`src/rtl/memory_dump_reader_pkg.sv`:
```
// Shared types and sizing for the memory dump reader: state encoding and
// vector/lane geometry.
package memory_dump_reader_pkg;

  localparam int VEC_SIZE = 4;
  localparam int REG_SIZE = 8;
  localparam int LANE_W   = $clog2(VEC_SIZE);
  localparam int VEC_W    = VEC_SIZE * REG_SIZE;

  typedef enum logic [2:0] {
    IDLE  = 3'd0,
    FETCH = 3'd1,
    LOAD  = 3'd2,
    SEND  = 3'd3,
    DONE  = 3'd4
  } dump_state_e;

endpackage

```
`src/rtl/memory_dump_reader_serializer.sv`:
```
// Holds one captured vector word and streams it out lane by lane (lane 0 first)
// over a valid/ready handshake; flags acceptance of the final lane.
module vector_lane_serializer
  import memory_dump_reader_pkg::*;
(
  input  logic                clk_i,
  input  logic                rst_ni,
  input  logic                load_i,
  input  logic [VEC_W-1:0]    vec_i,
  input  logic                send_i,
  input  logic                out_ready_i,
  output logic [REG_SIZE-1:0] out_data_o,
  output logic                out_valid_o,
  output logic                lane_last_o,
  output logic                last_accept_o,
  output logic [LANE_W-1:0]   lane_idx_o
);

  logic [VEC_SIZE-1:0][REG_SIZE-1:0] buf_q, buf_d;
  logic [LANE_W-1:0]                 idx_q, idx_d;
  logic                              handshake;

  assign handshake     = send_i & out_ready_i;
  assign lane_last_o   = (idx_q == LANE_W'(VEC_SIZE - 1));
  assign last_accept_o = handshake & lane_last_o;
  assign lane_idx_o    = idx_q;
  assign out_valid_o   = send_i;
  // Data is forced to zero when not offered so the bus is quiet outside SEND.
  assign out_data_o    = send_i ? buf_q[idx_q] : '0;

  always_comb begin
    buf_d = buf_q;
    idx_d = idx_q;
    if (load_i) begin
      buf_d = vec_i;
      idx_d = '0;
    end else if (handshake) begin
      idx_d = lane_last_o ? '0 : idx_q + LANE_W'(1);
    end
  end

  always_ff @(posedge clk_i or negedge rst_ni) begin
    if (!rst_ni) begin
      buf_q <= '0;
      idx_q <= '0;
    end else begin
      buf_q <= buf_d;
      idx_q <= idx_d;
    end
  end

endmodule

```
`src/rtl/memory_dump_reader.sv`:
```
// Dumps count vector words starting at start_addr from data memory and streams
// them to the host one lane per handshake.
module memory_dump_reader
  import memory_dump_reader_pkg::*;
(
  input  logic                clk_i,
  input  logic                reset_ni,
  input  logic                start_i,
  input  logic [REG_SIZE-1:0] start_addr_i,
  input  logic [REG_SIZE-1:0] count_i,
  output logic                mem_read_o,
  output logic [REG_SIZE-1:0] mem_address_o,
  input  logic [VEC_W-1:0]    mem_read_data_i,
  output logic [REG_SIZE-1:0] out_data_o,
  output logic                out_valid_o,
  input  logic                out_ready_i,
  output logic                out_last_o,
  output logic                busy_o,
  output logic                done_o,
  output dump_state_e         state_o
);

  // Handshake: a lane transfers on any rising edge where out_valid_o and
  // out_ready_i are both high; while valid is high and ready low, out_data_o
  // and out_last_o hold their values and valid stays asserted.

  dump_state_e         state_q, state_d;
  logic [REG_SIZE-1:0] addr_q, addr_d;
  logic [REG_SIZE-1:0] remain_q, remain_d;
  logic                load, send;
  logic                lane_last, last_accept;
  logic [LANE_W-1:0]   lane_idx;

  vector_lane_serializer u_ser (
    .clk_i         (clk_i),
    .rst_ni        (reset_ni),
    .load_i        (load),
    .vec_i         (mem_read_data_i),
    .send_i        (send),
    .out_ready_i   (out_ready_i),
    .out_data_o    (out_data_o),
    .out_valid_o   (out_valid_o),
    .lane_last_o   (lane_last),
    .last_accept_o (last_accept),
    .lane_idx_o    (lane_idx)
  );

  always_comb begin
    state_d    = state_q;
    addr_d     = addr_q;
    remain_d   = remain_q;
    mem_read_o = 1'b0;
    load       = 1'b0;
    send       = 1'b0;
    done_o     = 1'b0;
    unique case (state_q)
      IDLE: begin
        if (start_i) begin
          addr_d   = start_addr_i;
          remain_d = count_i;
          state_d  = (count_i != '0) ? FETCH : DONE;
        end
      end
      FETCH: begin
        mem_read_o = 1'b1;
        state_d    = LOAD;
      end
      LOAD: begin
        load    = 1'b1;
        state_d = SEND;
      end
      SEND: begin
        send = 1'b1;
        if (last_accept) begin
          remain_d = remain_q - REG_SIZE'(1);
          if (remain_q == REG_SIZE'(1)) begin
            state_d = DONE;
          end else begin
            // Address wraps naturally modulo 2^REG_SIZE.
            addr_d  = addr_q + REG_SIZE'(1);
            state_d = FETCH;
          end
        end
      end
      DONE: begin
        done_o  = 1'b1;
        state_d = IDLE;
      end
      default: state_d = IDLE;
    endcase
  end

  always_ff @(posedge clk_i or negedge reset_ni) begin
    if (!reset_ni) begin
      state_q  <= IDLE;
      addr_q   <= '0;
      remain_q <= '0;
    end else begin
      state_q  <= state_d;
      addr_q   <= addr_d;
      remain_q <= remain_d;
    end
  end

  assign mem_address_o = addr_q;
  assign out_last_o    = send & lane_last & (remain_q == REG_SIZE'(1));
  assign busy_o        = (state_q != IDLE);
  assign state_o       = state_q;

  logic unused_idx;
  assign unused_idx = ^lane_idx;

endmodule

```
`config.mk`:
```
export PLATFORM = sky130hd
export DESIGN_NAME = memory_dump_reader
export DESIGN_NICKNAME = d
export VERILOG_FILES = /design/src/rtl/memory_dump_reader_pkg.sv /design/src/rtl/memory_dump_reader_serializer.sv /design/src/rtl/memory_dump_reader.sv
export SDC_FILE = /design/constraint.sdc
export NUM_CORES = 1
export LEC_CHECK = 0
export ABC_AREA = 0
export ABC_CLOCK_PERIOD_IN_PS = 7090
export CAP_MARGIN = 20
export CORE_UTILIZATION = 49
export DETAILED_ROUTE_END_ITERATION = 12
export HOLD_SLACK_MARGIN = 0.03
export PLACE_DENSITY = 0.85
export SLEW_MARGIN = 25
export SYNTH_ARGS = -nofsm -noshare
export SYNTH_HDL_FRONTEND = slang
export SYNTH_HIERARCHICAL = 1
export SYNTH_SLANG_ARGS = --single-unit
```
`constraint.sdc`:
```
create_clock -name clk_i -period 7.09 [get_ports clk_i]
set_input_delay 1.418 -clock clk_i [delete_from_list [all_inputs] [get_ports clk_i]]
set_output_delay 1.418 -clock clk_i [all_outputs]
set_load 0.005 [all_outputs]
```
== Word level (Yosys, flattened, before mapping) ==
Index checks and enable logic that the tools add are counted.
Word-level totals
  flip-flop bits (word level): 53
  input port bits: 52
Operators by class
  $add $sub $neg: 3
  bitwise gates (word level): 4
  reduce and logical (&&, ||, !) cells: 8
  order comparisons: 1
  muxes and demuxes: 22
  equal/unequal tests: 9
Operators by type and width (count)
  two-way mux 8 bit: 7
  case mux 8 bit (2 select lines): 2
  binary-select mux 8 bit (select 2 bit): 1
  two-way mux 3 bit: 4
  case mux 3 bit (4 select lines): 1
  adder 8 x 1 -> 8 bit, second input constant: 1
  == test 8 x 1 -> 1 bit, second input constant: 1
  nonzero test 8 bit: 1
  subtractor 8 x 1 -> 8 bit, second input constant: 1
  == test 3 x 2 -> 1 bit, second input constant: 2
  two-way mux 2 bit: 3
  != test 2 bit, second input constant: 3
  AND 1 bit: 4
  two-way mux 1 bit: 4
  AND reduction 4 bit: 1
  nonzero test 2 bit: 2
  == test 3 x 1 -> 1 bit, second input constant: 1
  == test 3 bit, second input constant: 1
  logical NOT 3 bit: 1
  less-than comparator 2 x 3 -> 1 bit, second input constant: 1
  AND reduction 3 bit: 1
  nonzero test 3 bit: 1
  adder 2 x 1 -> 2 bit, second input constant: 1
  == test 2 bit, second input constant: 1
  AND reduction 2 bit: 1

== Depth between registers and ports, before layout ==
Gate-level depths: netlist of run 1.
  depth after elaboration: 6
  depth in mapped cells: 9
  gate-level depth less buffers: 7

== Cells and area by module ==
Netlist of run 1, hierarchy kept.
By module, submodules not included
  vector_lane_serializer: instances 1, cells each 108, sequential area each 850.8 µm², area each 1689.1 µm²
  memory_dump_reader: instances 1, cells each 142, sequential area each 475.5 µm², area each 1267.5 µm²

== Least setup slack after synthesis of run 1 ==
No wires, ideal clock.
  path type: register to output
  start: register state_q[2] (netlist: state_o[2])
  end: output port out_data_o[0]
  data required time: 5.672 ns
  cell stages (with the launch flop): 8
  path slack: 4.075 ns
  arrival time: 1.597 ns
  cells stage by stage: dfrtp_1 buf_2 nand3b_1 inv_1 buf_2 nand2b_1 buf_1 o22ai_1
Between the ends
  longest elaborated chain between the ends: 3
Ends and longest elaborated chain
  start: declaration: line memory_dump_reader.sv:27  | dump_state_e state_q, state_d;
  start signal: assignment: line memory_dump_reader.sv:99  | state_q <= state_d;
  == test 3 x 2 -> 1 bit: line memory_dump_reader.sv:56  | unique case (state_q)
  two-way mux 1 bit: line memory_dump_reader.sv:56
  named net send: line memory_dump_reader.sv:30  | logic load, send;
  two-way mux 8 bit: line memory_dump_reader_serializer.sv:29  | assign out_data_o = send_i ? buf_q[idx_q] : '0;
  end: declaration: line memory_dump_reader.sv:14  | output logic [REG_SIZE-1:0] out_data_o,
The timed path passes the listed nets, and every way through them passes these cells.

== Worst setup path after layout of run 1 ==
  start: register state_q[2] (netlist: state_o[2])
  end: output port out_data_o[1]
Between the ends
  longest elaborated chain between the ends: 3
Ends and longest elaborated chain (line)
  == test 3 x 2 -> 1 bit: memory_dump_reader.sv:56
  two-way mux 1 bit: memory_dump_reader.sv:56
  two-way mux 8 bit: memory_dump_reader_serializer.sv:29
No other way between the ends.

==> results of run 1 <==
-- cells in the mapped netlist (all sizes together) (2+ instances only) --
master	count	area (um^2)
a21bo	2	20.0
a21o	2	15.0
a21oi	14	85.1
a22oi	3	22.5
a31oi	3	33.8
a32o	2	20.0
and2	4	25.0
and3	4	25.0
and4	2	17.5
buf	13	119
dfrtp	53	1330
ha	4	50.1
inv	8	30.0
mux2	33	480
mux2i	16	160
nand2	14	52.6
nand3	9	45.0
nand3b	2	15.0
nor2	9	36.3
nor3	2	10.0
nor3b	5	37.5
nor4	4	40.0
o21ai	12	60.1
o22ai	10	62.6
o2bb2ai	4	35.0
-- layer usage --
metal / global-route usage, % / vias to the layer above / share of wire [%]
met4: 7.27 / 0 / 1.5
met2: 36.2 / 41 / 51
met3: 3.09 / 8 / 2.6
li1: - / 1070 / -
met5: 0 / - / 0
met1: 27.7 / 1077 / 44
-- final cells by class --
type	instances	area, um^2	share of cell area (%)
clock inverter	2	15.0	0.397
timing repair buffer	77	761	20.1
sequential	53	1330	35.1
multi-input combinational	175	1480	39.3
tap	72	90.1	2.38
clock buffer	6	72.6	1.92
inverter	8	30.0	0.795
-- cells by family after synthesis --
| logic type | Yosys count |
|---|---|
| compound gates | 61 |
| simple gates | 61 |
| flops | 53 |
| mux | 49 |
| buf+inv | 22 |
| fa+ha+maj | 4 |
-- worst register-to-register path: cells and delay by family, from the launching register on --
family | cells | cell delay, ps
buf+inv | 2 | 840
simple gates | 2 | 1090
flops | 1 | 530
compound gates | 2 | 530
mux | 1 | 320
-- power breakdown --
part           switching (uW)  internal, uW  total [uW]
Clock                     101          69.8         170
Sequential                144           447         590
Combinational             282           447         729
Total                     526           963        1490
-- metrics by stage --
| stage | instance area, um^2 | cells | util [%] |
|---|---|---|---|
| 2_1_floorplan | 2960 | 250 | - |
| 3_3_place_gp | 3690 | 385 | 65.0 |
| 3_5_place_dp | 3690 | 385 | 65.0 |
| 4_1_cts | 3780 | 393 | 66.6 |
| 5_1_grt | 3780 | 393 | 66.6 |
| 6_report | 3780 | 393 | 66.6 |
-- flip-flops by register name (all words and copies together) (netlist names) --
signal	count
state_o	3
u_ser/buf_q	32
remain_q	8
mem_address_o	8
u_ser/lane_idx_o	2
-- how the worst max path moves through the flow --
stage	startpoint	end	slack (ps)	depth (start not counted)
after global placement	state_o[2]$_DFFE_PN0P_	out_data_o[7]	2590	5
after detailed placement	state_o[2]$_DFFE_PN0P_	out_data_o[1]	2530	5
after global routing	state_o[2]$_DFFE_PN0P_	out_data_o[5]	1820	5
after CTS	state_o[2]$_DFFE_PN0P_	out_data_o[7]	2170	5
final	state_o[2]$_DFFE_PN0P_	out_data_o[1]	2160	5
after floorplan	state_o[2]$_DFFE_PN0P_	out_data_o[0]	4080	7
==> reports/qor.yml, run 1 <==
critical_path:
  cp_slowest_cell: "nand3b_1"
  cp.required_ps: 5670
  path_max_fanout: 25
  rr_endpoint: "mem_address_o[1]$_DFFE_PN0P_"
  rr_startpoint: "state_o[2]$_DFFE_PN0P_"
  crit_arrival_ps: 3510
  crit_chain: "nand3b_1, inv_1, nand2b_1, o22ai_1, clkdlybuf4s50_1"
  crit_buf_inv: 2
  start_kind: "flip-flop"
  r2r_slack_ps: 3690
  ff2ff_path_depth: 7
  critPathMaxStageDelay_ps: 740
  path_class: "flip-flop to output port"
  critPathTopFamily: "buffers and inverters"
  worst_setup_path_end_kind: "output port"
yosys:
  synth_edf_count: 0
  synthXorXnorAreaFrac_pct: 0
  ys_warn_count: 6
  synthFlopType: "dfrtp_1"
  synth-compound-area-share_pct: 14.7
  synthArstFlopShare_pct: 100
  yosys.area_share.simple_pct: 11.9
  synthAdderAreaFrac_pct: 1.69
  syn_area_um2: 2960
  synth_mux_area_share_pct: 21.7
  yosysUniqueCellTypes: 52
  synth_top_family_by_area: "multiplexers"
  ys_ff_latch: 53
  yosysSeqAreaShare_pct: 44.9
  syn-instance-count: 250
  synth_nets: 306
  post_synth.cell_area_avg_um2: 11.8
die:
  core.rowCount: 27
  die_h_um: 79.7
  die_x_um: 79.7
  initial_core_util_pct: 52.1
  core-area_um2: 5680
  ios: 76
  fp.dieArea_um2: 6350
cells_and_area:
  fin_nets: 376
  final_common_cell: "clkdlybuf4s50_1"
  layout_common_cells: "74 x clkdlybuf4s50_1, 53 x dfrtp_1, 29 x mux2_4, 16 x mux2i_1, 14 x nand2_1"
  fill_cells: 454
  num_antenna_cells: 0
  drive_above_1_share_pct: 16.5
  area_delta_synth_final_pct: 27.8
clock_tree:
  ctsHoldBuffers: 0
  htreeDepth: 2
  cts_root_buffer: "clkbuf_8"
  cts_buffer_depth: 2
  cts_setup_buffers: 0
  cts_tree: "done"
  cts-resized-gates: 0
  cts.clk_slew.worst_paths_ps: 100
  cts_buffers: 5
  insertion_delay_ps: 300
  cts_sinks: 53
timing:
  tightest_slew_ps: 892
  relSlewSlack_pct: 40.5
  min_period_over_period_pct: 69.5
  tns_ps: 0
  fin_crit_ps: 4930
  fin_skew_ps: 4.74
  slew_violations: 0
  finalHoldViolCount: 0
  setup_slack_ps: 2160
  rsz0062_at_grt: "no"
  holdWs_ps: 516
  setup_violations: 0
  clock.fmax_ghz: 0.203
routing:
  avgViaCountPerCell: 5.59
  routed_wl_um: 6420
  vias: 2196
  wire_per_inst_um: 16.3
  drtIter0Drc: 75
  drt.antenna.violating_nets: 0
  dr.pass1.iters: 4
  drc_errors: 0
grt:
  grt_pass1_wl_um: 10400
  grt_antenna_before_repair: 0
  grt_use_total_pct: 21.3
  grt_pass1_vias: 2175
  overflow: 0
  grt_max_degree: 54
placed_design:
  port_buffers: 75
  place_congestion: 0.824
  hpwl_um: 4670
  post-place-ws_ps: 2530
pwr:
  p_per_area_nw_per_um2: 394
  peakVddDrop_v: 0.000201
  p_leak_uw: 0.00156
  power_uw: 1490
min_path:
  hold_path_class: "flip-flop to flip-flop"
  hold_end: "u_ser/buf_q[25]$_DFFE_PN0P_"
  hold_start: "u_ser/buf_q[25]$_DFFE_PN0P_"
  hold_depth: 1
flow_run:
  maxCapViolations: 0
run_status:
  outcome: "completed"
No activity file was read; power rests on OpenSTA's default activity.
==> inputs of run 2 (changes only) <==
--- a/config.mk
+++ b/config.mk
@@ -6,7 +6,7 @@
 export NUM_CORES = 1
 export LEC_CHECK = 0
 export ABC_AREA = 0
-export ABC_CLOCK_PERIOD_IN_PS = 7090
+export ABC_CLOCK_PERIOD_IN_PS = 4600
 export CAP_MARGIN = 20
 export CORE_UTILIZATION = 49
 export DETAILED_ROUTE_END_ITERATION = 12
==> constraint.sdc (replaced) <==
create_clock -name clk_i -period 4.6 [get_ports clk_i]
set_input_delay 0.92 -clock clk_i [delete_from_list [all_inputs] [get_ports clk_i]]
set_output_delay 0.92 -clock clk_i [all_outputs]
set_load 0.005 [all_outputs]
==> run 2 against run 1 <==
Against the previous run: worst setup slack got worse by 1300 ps; critical path depth did not move; non-clock buffer count rose by 2; wire length rose by 5.3%; global-route usage rose by 1.3 points; highest routed layer unchanged; sequential share of layout area fell by 0.36 points; clock skew rose by 4.9 ps; sequential cell count did not move; clock power rose by 90%; register-to-register slack got worse by 1700 ps; power rose by 60%; sequential power rose by 49%; critical endpoint is now out_data_o[7].
==> reports/qor.yml, run 2 (same netlist as run 1, synthesis figures left out) <==
routing:
  dr.pass1.iters: 4  # unchanged
  drt.antenna.violating_nets: 0  # unchanged
  wire_per_inst_um: 17.1  # was 16.3 um
  drc_errors: 0  # unchanged
  avgViaCountPerCell: 5.76  # was 5.59
  routed_wl_um: 6750  # was 6420 um
  drtIter0Drc: 93  # was 75
  vias: 2274  # was 2196
pwr:
  p_leak_uw: 0.00158  # was 0.00156 uW
  combPwrFrac_pct: 49.5  # was 48.9%
  peakVddDrop_v: 0.000310  # was 0.000201 V
  p_per_area_nw_per_um2: 624  # was 394 nW/um^2
  p_int_uw: 1550  # was 963 uW
  p_sw_share_pct: 35.1  # was 35.3%
  switching_power_uw: 835  # was 526 uW
  p_seq_share_pct: 37.0  # was 39.6%
  clkPwrFrac_pct: 13.6  # was 11.4%
clock_tree:
  ctsHoldBuffers: 0  # unchanged
  cts_buffer_depth: 2  # unchanged
  cts_sinks: 53  # unchanged
  cts_buffers: 5  # unchanged
  htreeDepth: 2  # unchanged
  cts_tree: "done"  # unchanged
  cts_setup_buffers: 0  # unchanged
  cts-resized-gates: 0  # unchanged
  cts_root_buffer: "clkbuf_8"  # unchanged
  cts.clk_slew.worst_paths_ps: 100  # about the same
  insertion_delay_ps: 310  # was 300 ps
critical_path:
  r2r_slack_ps: 1980  # was 3690 ps
  cp-startpoint: "state_o[2]$_DFFE_PN0P_"  # unchanged
  crit_arrival_ps: 2780  # was 3510 ps
  path_max_fanout: 21  # was 25
  rr_startpoint: "state_o[2]$_DFFE_PN0P_"  # unchanged
  ff2ff_path_depth: 7  # unchanged
  path_class: "flip-flop to output port"  # unchanged
  cp.required_ps: 3680  # was 5670 ps
  rr_endpoint: "mem_address_o[1]$_DFFE_PN0P_"  # unchanged
  crit_path_end: "out_data_o[7]"  # was out_data_o[1]
  start_kind: "flip-flop"  # unchanged
  worst_setup_path_end_kind: "output port"  # unchanged
timing:
  relSlewSlack_pct: 54.9  # was 40.5%
  setup_violations: 0  # unchanged
  setup_slack_ps: 904  # was 2160 ps
  min_period_over_period_pct: 80.4
  tightest_slew_ps: 676  # was 892 ps
  slew_violations: 0  # unchanged
  clock.fmax_ghz: 0.271
  rsz0062_at_grt: "no"  # unchanged
  finalHoldViolCount: 0  # unchanged
  tns_ps: 0  # unchanged
  fin_crit_ps: 3700
  fin_skew_ps: 9.65  # was 4.74 ps
cells_and_area:
  num_antenna_cells: 0  # unchanged
  area_delta_synth_final_pct: 29.1  # was 27.8%
  drive_above_1_share_pct: 17.0  # was 16.5%
  largest_reg_flops: 32  # unchanged
  final_common_cell: "clkdlybuf4s50_1"  # unchanged
  regMostFlops: "u_ser/buf_q"  # unchanged
  layout_common_cells: "74 x clkdlybuf4s50_1, 53 x dfrtp_1, 29 x mux2_4, 16 x mux2i_1, 14 x nand2_1"  # unchanged
  finish.utilization_pct: 67.2  # was 66.6%
  fin_nets: 378  # was 376
placed_design:
  post-place-ws_ps: 1300  # was 2530 ps
  hpwl_um: 4850  # was 4670 um
  port_buffers: 75  # unchanged
  place_congestion: 0.819  # was 0.824
grt:
  grt_pass1_vias: 2303  # was 2175
  grt_max_degree: 54  # unchanged
  grt_use_total_pct: 22.7  # was 21.3%
  overflow: 0  # unchanged
  grt_pass1_wl_um: 11100  # was 10400 um
  grt_antenna_before_repair: 0  # unchanged
die:
  fp.dieArea_um2: 6350  # unchanged
  core-area_um2: 5680  # unchanged
  core.rowCount: 27  # unchanged
  initial_core_util_pct: 52.1  # unchanged
  die_h_um: 79.7  # unchanged
  ios: 76  # unchanged
  die_x_um: 79.7  # unchanged
min_path:
  hold_path_class: "flip-flop to flip-flop"  # unchanged
flow_run:
  maxCapViolations: 0  # unchanged
run_status:
  outcome: "completed"  # unchanged
## run 2: metrics by stage
stage	total power (uW)	instances	hold WS (ps)	cell area [um^2]
finish	2380	395	520	3820
global route	2540	395	541	3820
CTS	2390	395	523	3820
detailed placement	2050	387	494	3700
global placement	2010	387	489	3700
floorplan	1650	250	480	2960
## run 2: worst min-delay path by stage
stage          cells past startpoint  slack, ps                         from                     endpoint
5_1_grt                            1        540   u_ser/buf_q[1]$_DFFE_PN0P_   u_ser/buf_q[1]$_DFFE_PN0P_
2_1_floorplan                      1        480   u_ser/buf_q[8]$_DFFE_PN0P_   u_ser/buf_q[8]$_DFFE_PN0P_
3_5_place_dp                       1        490  u_ser/buf_q[26]$_DFFE_PN0P_  u_ser/buf_q[26]$_DFFE_PN0P_
3_3_place_gp                       1        490  u_ser/buf_q[22]$_DFFE_PN0P_  u_ser/buf_q[22]$_DFFE_PN0P_
4_1_cts                            1        520  u_ser/buf_q[22]$_DFFE_PN0P_  u_ser/buf_q[22]$_DFFE_PN0P_
6_report                           1        520  u_ser/buf_q[22]$_DFFE_PN0P_  u_ser/buf_q[22]$_DFFE_PN0P_
## run 2: power by group through the flow
| stage | Combinational (uW) | Clock (uW) | Sequential [uW] |
|---|---|---|---|
| after floorplan | 815 | 0 | 830 |
| after global placement | 1140 | 0 | 868 |
| after detailed placement | 1170 | 0 | 886 |
| after CTS | 1180 | 330 | 878 |
| after global routing | 1280 | 352 | 906 |
| final | 1180 | 323 | 881 |
## run 2: cell type report
type                    instances  area [um^2]
fillers                       443         1860
clock inverters                 2         38.8
inverters                       8         30.0
repair buffers                 79          776
flip-flops and latches         53         1330
multi-input cells             175         1480
well taps                      72         90.1
clock buffers                   6         72.6
## run 2: critical path, cell delays in order, from the launching register on
cell and delay (ps):
dfrtp_1 530, nand3b_1 240, inv_1 470, nand2b_1 390
o22ai_1 300, clkdlybuf4s50_1 540
## run 2: per-layer routing
metal,part of all wire (%),global-route usage (%)
met1,43,28.5
met2,51,38.5
met4,2.6,10.0
met3,3.2,3.20
met5,0,0
==> RTL change 1: new RTL, config.mk and constraints of run 2 <==
Take the reset off `addr_q` and load it in a clocked block of its own.
--- a/src/rtl/memory_dump_reader.sv
+++ b/src/rtl/memory_dump_reader.sv
@@ -93,13 +93,15 @@
   always_ff @(posedge clk_i or negedge reset_ni) begin
     if (!reset_ni) begin
       state_q  <= IDLE;
-      addr_q   <= '0;
       remain_q <= '0;
     end else begin
       state_q  <= state_d;
-      addr_q   <= addr_d;
       remain_q <= remain_d;
     end
+  end
+
+  always_ff @(posedge clk_i) begin
+    addr_q <= addr_d;
   end
 
   assign mem_address_o = addr_q;
Behaviour: not the same (a bounded check fails within 4 cycles, from zero or initial values and one cycle with reset_ni low).
==> RTL change 1 against run 2 <==
  * Non-clock buffer count down 2
  * Register-to-register slack better by 20 ps
  * Total power down 11%
  * Sequential cell count unchanged
  * Area after synthesis down 3.7%
  * Count of clock-buffer cells in the layout up 1
  * Worst setup slack better by 100 ps
  * Wire length down 13%
  * Critical endpoint is now out_data_o[3]
  * Cell area down 2.9%
  * Sequential power down 2.4%
==> RTL change 1: results (changes against run 2) <==
synth_commonest_cells: "dfrtp_1 (45), mux2_4 (28), nand2_1 (18), mux2i_1 (16), nor2_1 (11)"  # was dfrtp_1 (53), mux2_4 (29), mux2i_1 (16), nand2_1 (14), a21oi_1 (12)
dp_hpwl_mm: 4.19  # was 4.85 mm
yosys.area_share.xor_xnor: 0.0185  # was 0
critPathMaxStageDelay_ps: 570  # was 540 ps
wire_per_inst_um: 15.4  # was 17.1 um
num_vias: 2064  # was 2274
synth_fp_nets: 293  # was 306
h-tree-depth: 2  # unchanged
grt_pass1_vias: 1999  # was 2303
synthAdderAreaFrac: 0.0176  # was 0.0169
wl_met3_um: 336  # was 218 um
nNetsFinal: 363  # was 378
synth_area_leaders: "dfrtp_1 (40%), mux2_4 (15%), edfxtp_1 (8.4%)"  # was dfrtp_1 (45%), mux2_4 (15%), mux2i_1 (5.4%)
ir_drop_uv: 515  # was 310 uV
worst_pin_slew_ps: 944  # was 676 ps
synth_compound_area_frac: 0.102  # was 0.147
p_leak_nw: 1.52  # was 1.58 nW
drive_gt1_frac: 0.159  # was 0.170
intPower_mw: 1.43  # was 1.55 mW
drt_first_pass_iters: 4  # unchanged
worstSkewPairLatency_ps: 300
drt-met1-wl_mm: 2.60  # was 2.90 mm
nFillCells: 433  # was 443
crit_fanout: 34  # was 21
met2WireLength_mm: 2.85  # was 3.46 mm
gp_congestion: 0.822  # was 0.819
r2r_cells: 8  # was 7
slowest_stage: "dfrtp_1"  # was clkdlybuf4s50_1
cp_data_arrival_time_ps: 2670  # was 2780 ps
seq_area_frac_synth: 0.480  # was 0.449
top_layer: "met4"  # unchanged
drt_iter0_markers: 131  # was 93
syn2layout_area_growth_pct: 30.1  # was 29.1%
largest_reg_flops: 32  # unchanged
grt_usage: 0.202  # was 0.227
synth_edf_count: 8  # was 0
dpl-instance-area_um2: 3590  # was 3700 um2
status: "finished clean"  # unchanged
grt_pass1_wl_mm: 9.62  # was 11.1 mm
grt_max_degree: 46  # was 54
yosysUniqueCellTypes: 49  # was 52
synth_mux_area_frac: 0.220  # was 0.217
finClkSkew_ps: 12.8  # was 9.65 ps
synthArstFlopShare: 0.849  # was 1.00
==> RTL change 1: cell count changes after synthesis, sizes merged, moves of 3 or more <==
cell	run 2	this run
nor3	2	6
a31oi	3	0
nand2	14	18
nand3	9	4
nor3b	5	1
a21oi	14	8
and2	4	0
o2bb2ai	4	1
edfxtp	0	8
xnor2	0	4
dfrtp	53	45
==> RTL change 1: path summary, 6_finish.rpt <==
check                                 from               to  slack [ps]
setup reg to reg                state_o[0]      remain_q[0]        2000
max in group asynchronous         reset_ni      remain_q[0]        3620
min in group asynchronous         reset_ni  u_ser/buf_q[30]         590
hold / removal             u_ser/buf_q[31]  u_ser/buf_q[31]         510
setup / recovery                state_o[0]    out_data_o[3]        1010
hold reg to reg            u_ser/buf_q[31]  u_ser/buf_q[31]         510
==> RTL change 1: area by class of cell <==
type,count,area share
clock inverters,1,0.00203
inverters,7,0.00709
flip-flops and latches,53,0.369
well taps,72,0.0243
clock buffers,7,0.0290
repair buffers,77,0.206
multi-input cells,163,0.363
==> RTL change 1: through the flow <==
step	setup slack (ps)	instances
6_report	1010	380
5_1_grt	846	380
4_1_cts	1070	380
3_5_place_dp	1440	372
3_3_place_gp	1560	372
2_1_floorplan	2330	237
==> RTL change 1: per-layer routing <==
metal  GRT usage  vias to the layer above
li1            -                      996
met1       0.281                      991
met2       0.315                       69
met3      0.0500                        8
met4      0.0574                        0
met5           0                        -
==> RTL change 1: power by group through the flow <==
stage                     clock (mW)  combinational (mW)  sequential, mW
after floorplan                    0               0.719           0.786
after global placement             0               0.924           0.854
after detailed placement           0               0.958           0.858
after CTS                      0.312               0.957           0.857
after global routing           0.333                1.03           0.885
final                          0.304               0.956           0.860
==> RTL change 2: new RTL, settings of run 2 <==
Without the edit above. Set the package constant `VEC_SIZE` to 8 (it was 4).
--- a/src/rtl/memory_dump_reader_pkg.sv
+++ b/src/rtl/memory_dump_reader_pkg.sv
@@ -2,7 +2,7 @@
 // vector/lane geometry.
 package memory_dump_reader_pkg;
 
-  localparam int VEC_SIZE = 4;
+  localparam int VEC_SIZE = 8;
   localparam int REG_SIZE = 8;
   localparam int LANE_W   = $clog2(VEC_SIZE);
   localparam int VEC_W    = VEC_SIZE * REG_SIZE;
Interface: changed (resized mem_read_data_i); port bits go from 76 to 108. The function was not compared with the original's and may differ.
==> RTL change 2 against run 2 <==
  * First-iteration DRC count grew 25%
  * Synthesized cell count grew 33%
  * Area after synthesis grew 47%
  * Total power grew 39%
  * Worst setup slack gained 66 ps
  * Critical path depth shrank 1
  * Wire length grew 46%
  * Final cell count grew 38%
  * Sequential cell count grew 33
  * Critical path type unchanged
  * Sequential share of layout area grew 3.1 points
  * Cell area grew 49%
  * Maximum frequency grew 1.8%
==> RTL change 2: results (changes against run 2) <==
dp_hpwl_mm: 6.94  # was 4.85 mm
synth_commonest_cells: "dfrtp_1 (86), mux2_2 (64), nor2_1 (18), nand2_1 (16), buf_2 (13)"  # was dfrtp_1 (53), mux2_4 (29), mux2i_1 (16), nand2_1 (14), a21oi_1 (12)
h-tree-depth: 3  # was 2
grt_usage: 0.226  # was 0.227
fin_area_um2: 5690  # was 3820 um2
seq_area_frac_synth: 0.496  # was 0.449
timing.hold.ws_ps: 509  # was 520 ps
grt_pass1_wl_mm: 15.5  # was 11.1 mm
gp_congestion: 0.859  # was 0.819
numPortBuffers: 107  # was 75
worstSkewPairLatency_ps: 350  # was 310 ps
grt_max_degree: 68  # was 54
p_leak_nw: 2.36  # was 1.58 nW
cts-buffers-inserted: 9  # was 5
crit_fanout: 18  # was 21
finClkSkew_ps: 6.24  # was 9.65 ps
wire_per_inst_um: 18.2  # was 17.1 um
drt_iter0_markers: 116  # was 93
dp_worst_setup_slack_ps: 1340  # was 1300 ps
nFillCells: 609  # was 443
worst_pin_slew_ps: 933  # was 676 ps
fin_crit_sh: 0.789  # was 0.804
status: "finished clean"  # unchanged
synth_fp_nets: 421  # was 306
largest_reg_flops: 64  # was 32
yosysUniqueCellTypes: 51  # was 52
drive_gt1_frac: 0.232  # was 0.170
dpl-instance-area_um2: 5460  # was 3700 um2
nNetsFinal: 523  # was 378
grt_pass1_vias: 3151  # was 2303
-- RTL change 2: critical path: stages (launching register included) --
cell and delay, ps:
dfrtp_1 960, mux4_1 650, mux2i_1 200, nor2_1 90, clkdlybuf4s50_1 460
-- RTL change 2: power breakdown --
part / switching (mW) / internal, mW
Combinational: 0.466 / 0.845
Clock: 0.286 / 0.313
Sequential: 0.309 / 1.10
Total: 1.06 / 2.26
-- RTL change 2: cells by family (layout without fill, tap and decap cells) --
family / Yosys count / count (layout) / share of synthesized area
flip-flops: 86 / 86 / 0.496
buffers and inverters: 28 / 135 / 0.0369
AND/OR/NAND/NOR: 72 / 72 / 0.0897
multiplexers: 90 / 90 / 0.279
adder cells (fa/ha/maj): 5 / 5 / 0.0144
AO/OA/AOI/OAI: 51 / 51 / 0.0839
-- RTL change 2: worst paths after layout --
kind	startpoint	endpoint	cells past startpoint
setup reg to reg	u_ser/lane_idx_o[1]	mem_address_o[1]	7
max in group asynchronous	reset_ni	u_ser/lane_idx_o[1]	2
hold / removal	u_ser/buf_q[9]	u_ser/buf_q[9]	1
hold reg to reg	u_ser/buf_q[9]	u_ser/buf_q[9]	1
setup / recovery	u_ser/lane_idx_o[1]	out_data_o[4]	4
min in group asynchronous	reset_ni	remain_q[7]	1
-- RTL change 2: routing by layer --
| layer | up-vias | wire (um) | GRT usage |
|---|---|---|---|
| li1 | 1447 | - | - |
| met1 | 1615 | 4150 | 0.289 |
| met2 | 127 | 4880 | 0.378 |
| met3 | 6 | 778 | 0.0537 |
| met4 | 0 | 73 | 0.0771 |
| met5 | - | 0 | 0 |
-- RTL change 2: area by class of cell --
cell class / instances / area share
timing repair buffer: 110 / 0.195
sequential: 86 / 0.378
multi-input combinational: 218 / 0.357
clock inverter: 7 / 0.0183
clock buffer: 9 / 0.0218
tap: 105 / 0.0231
inverter: 9 / 0.00594
-- RTL change 2: through the flow --
step	instances	power (mW)
final	544	3.32
after global routing	544	3.52
after CTS	544	3.33
after detailed placement	528	2.71
after global placement	527	2.64
after floorplan	332	2.21
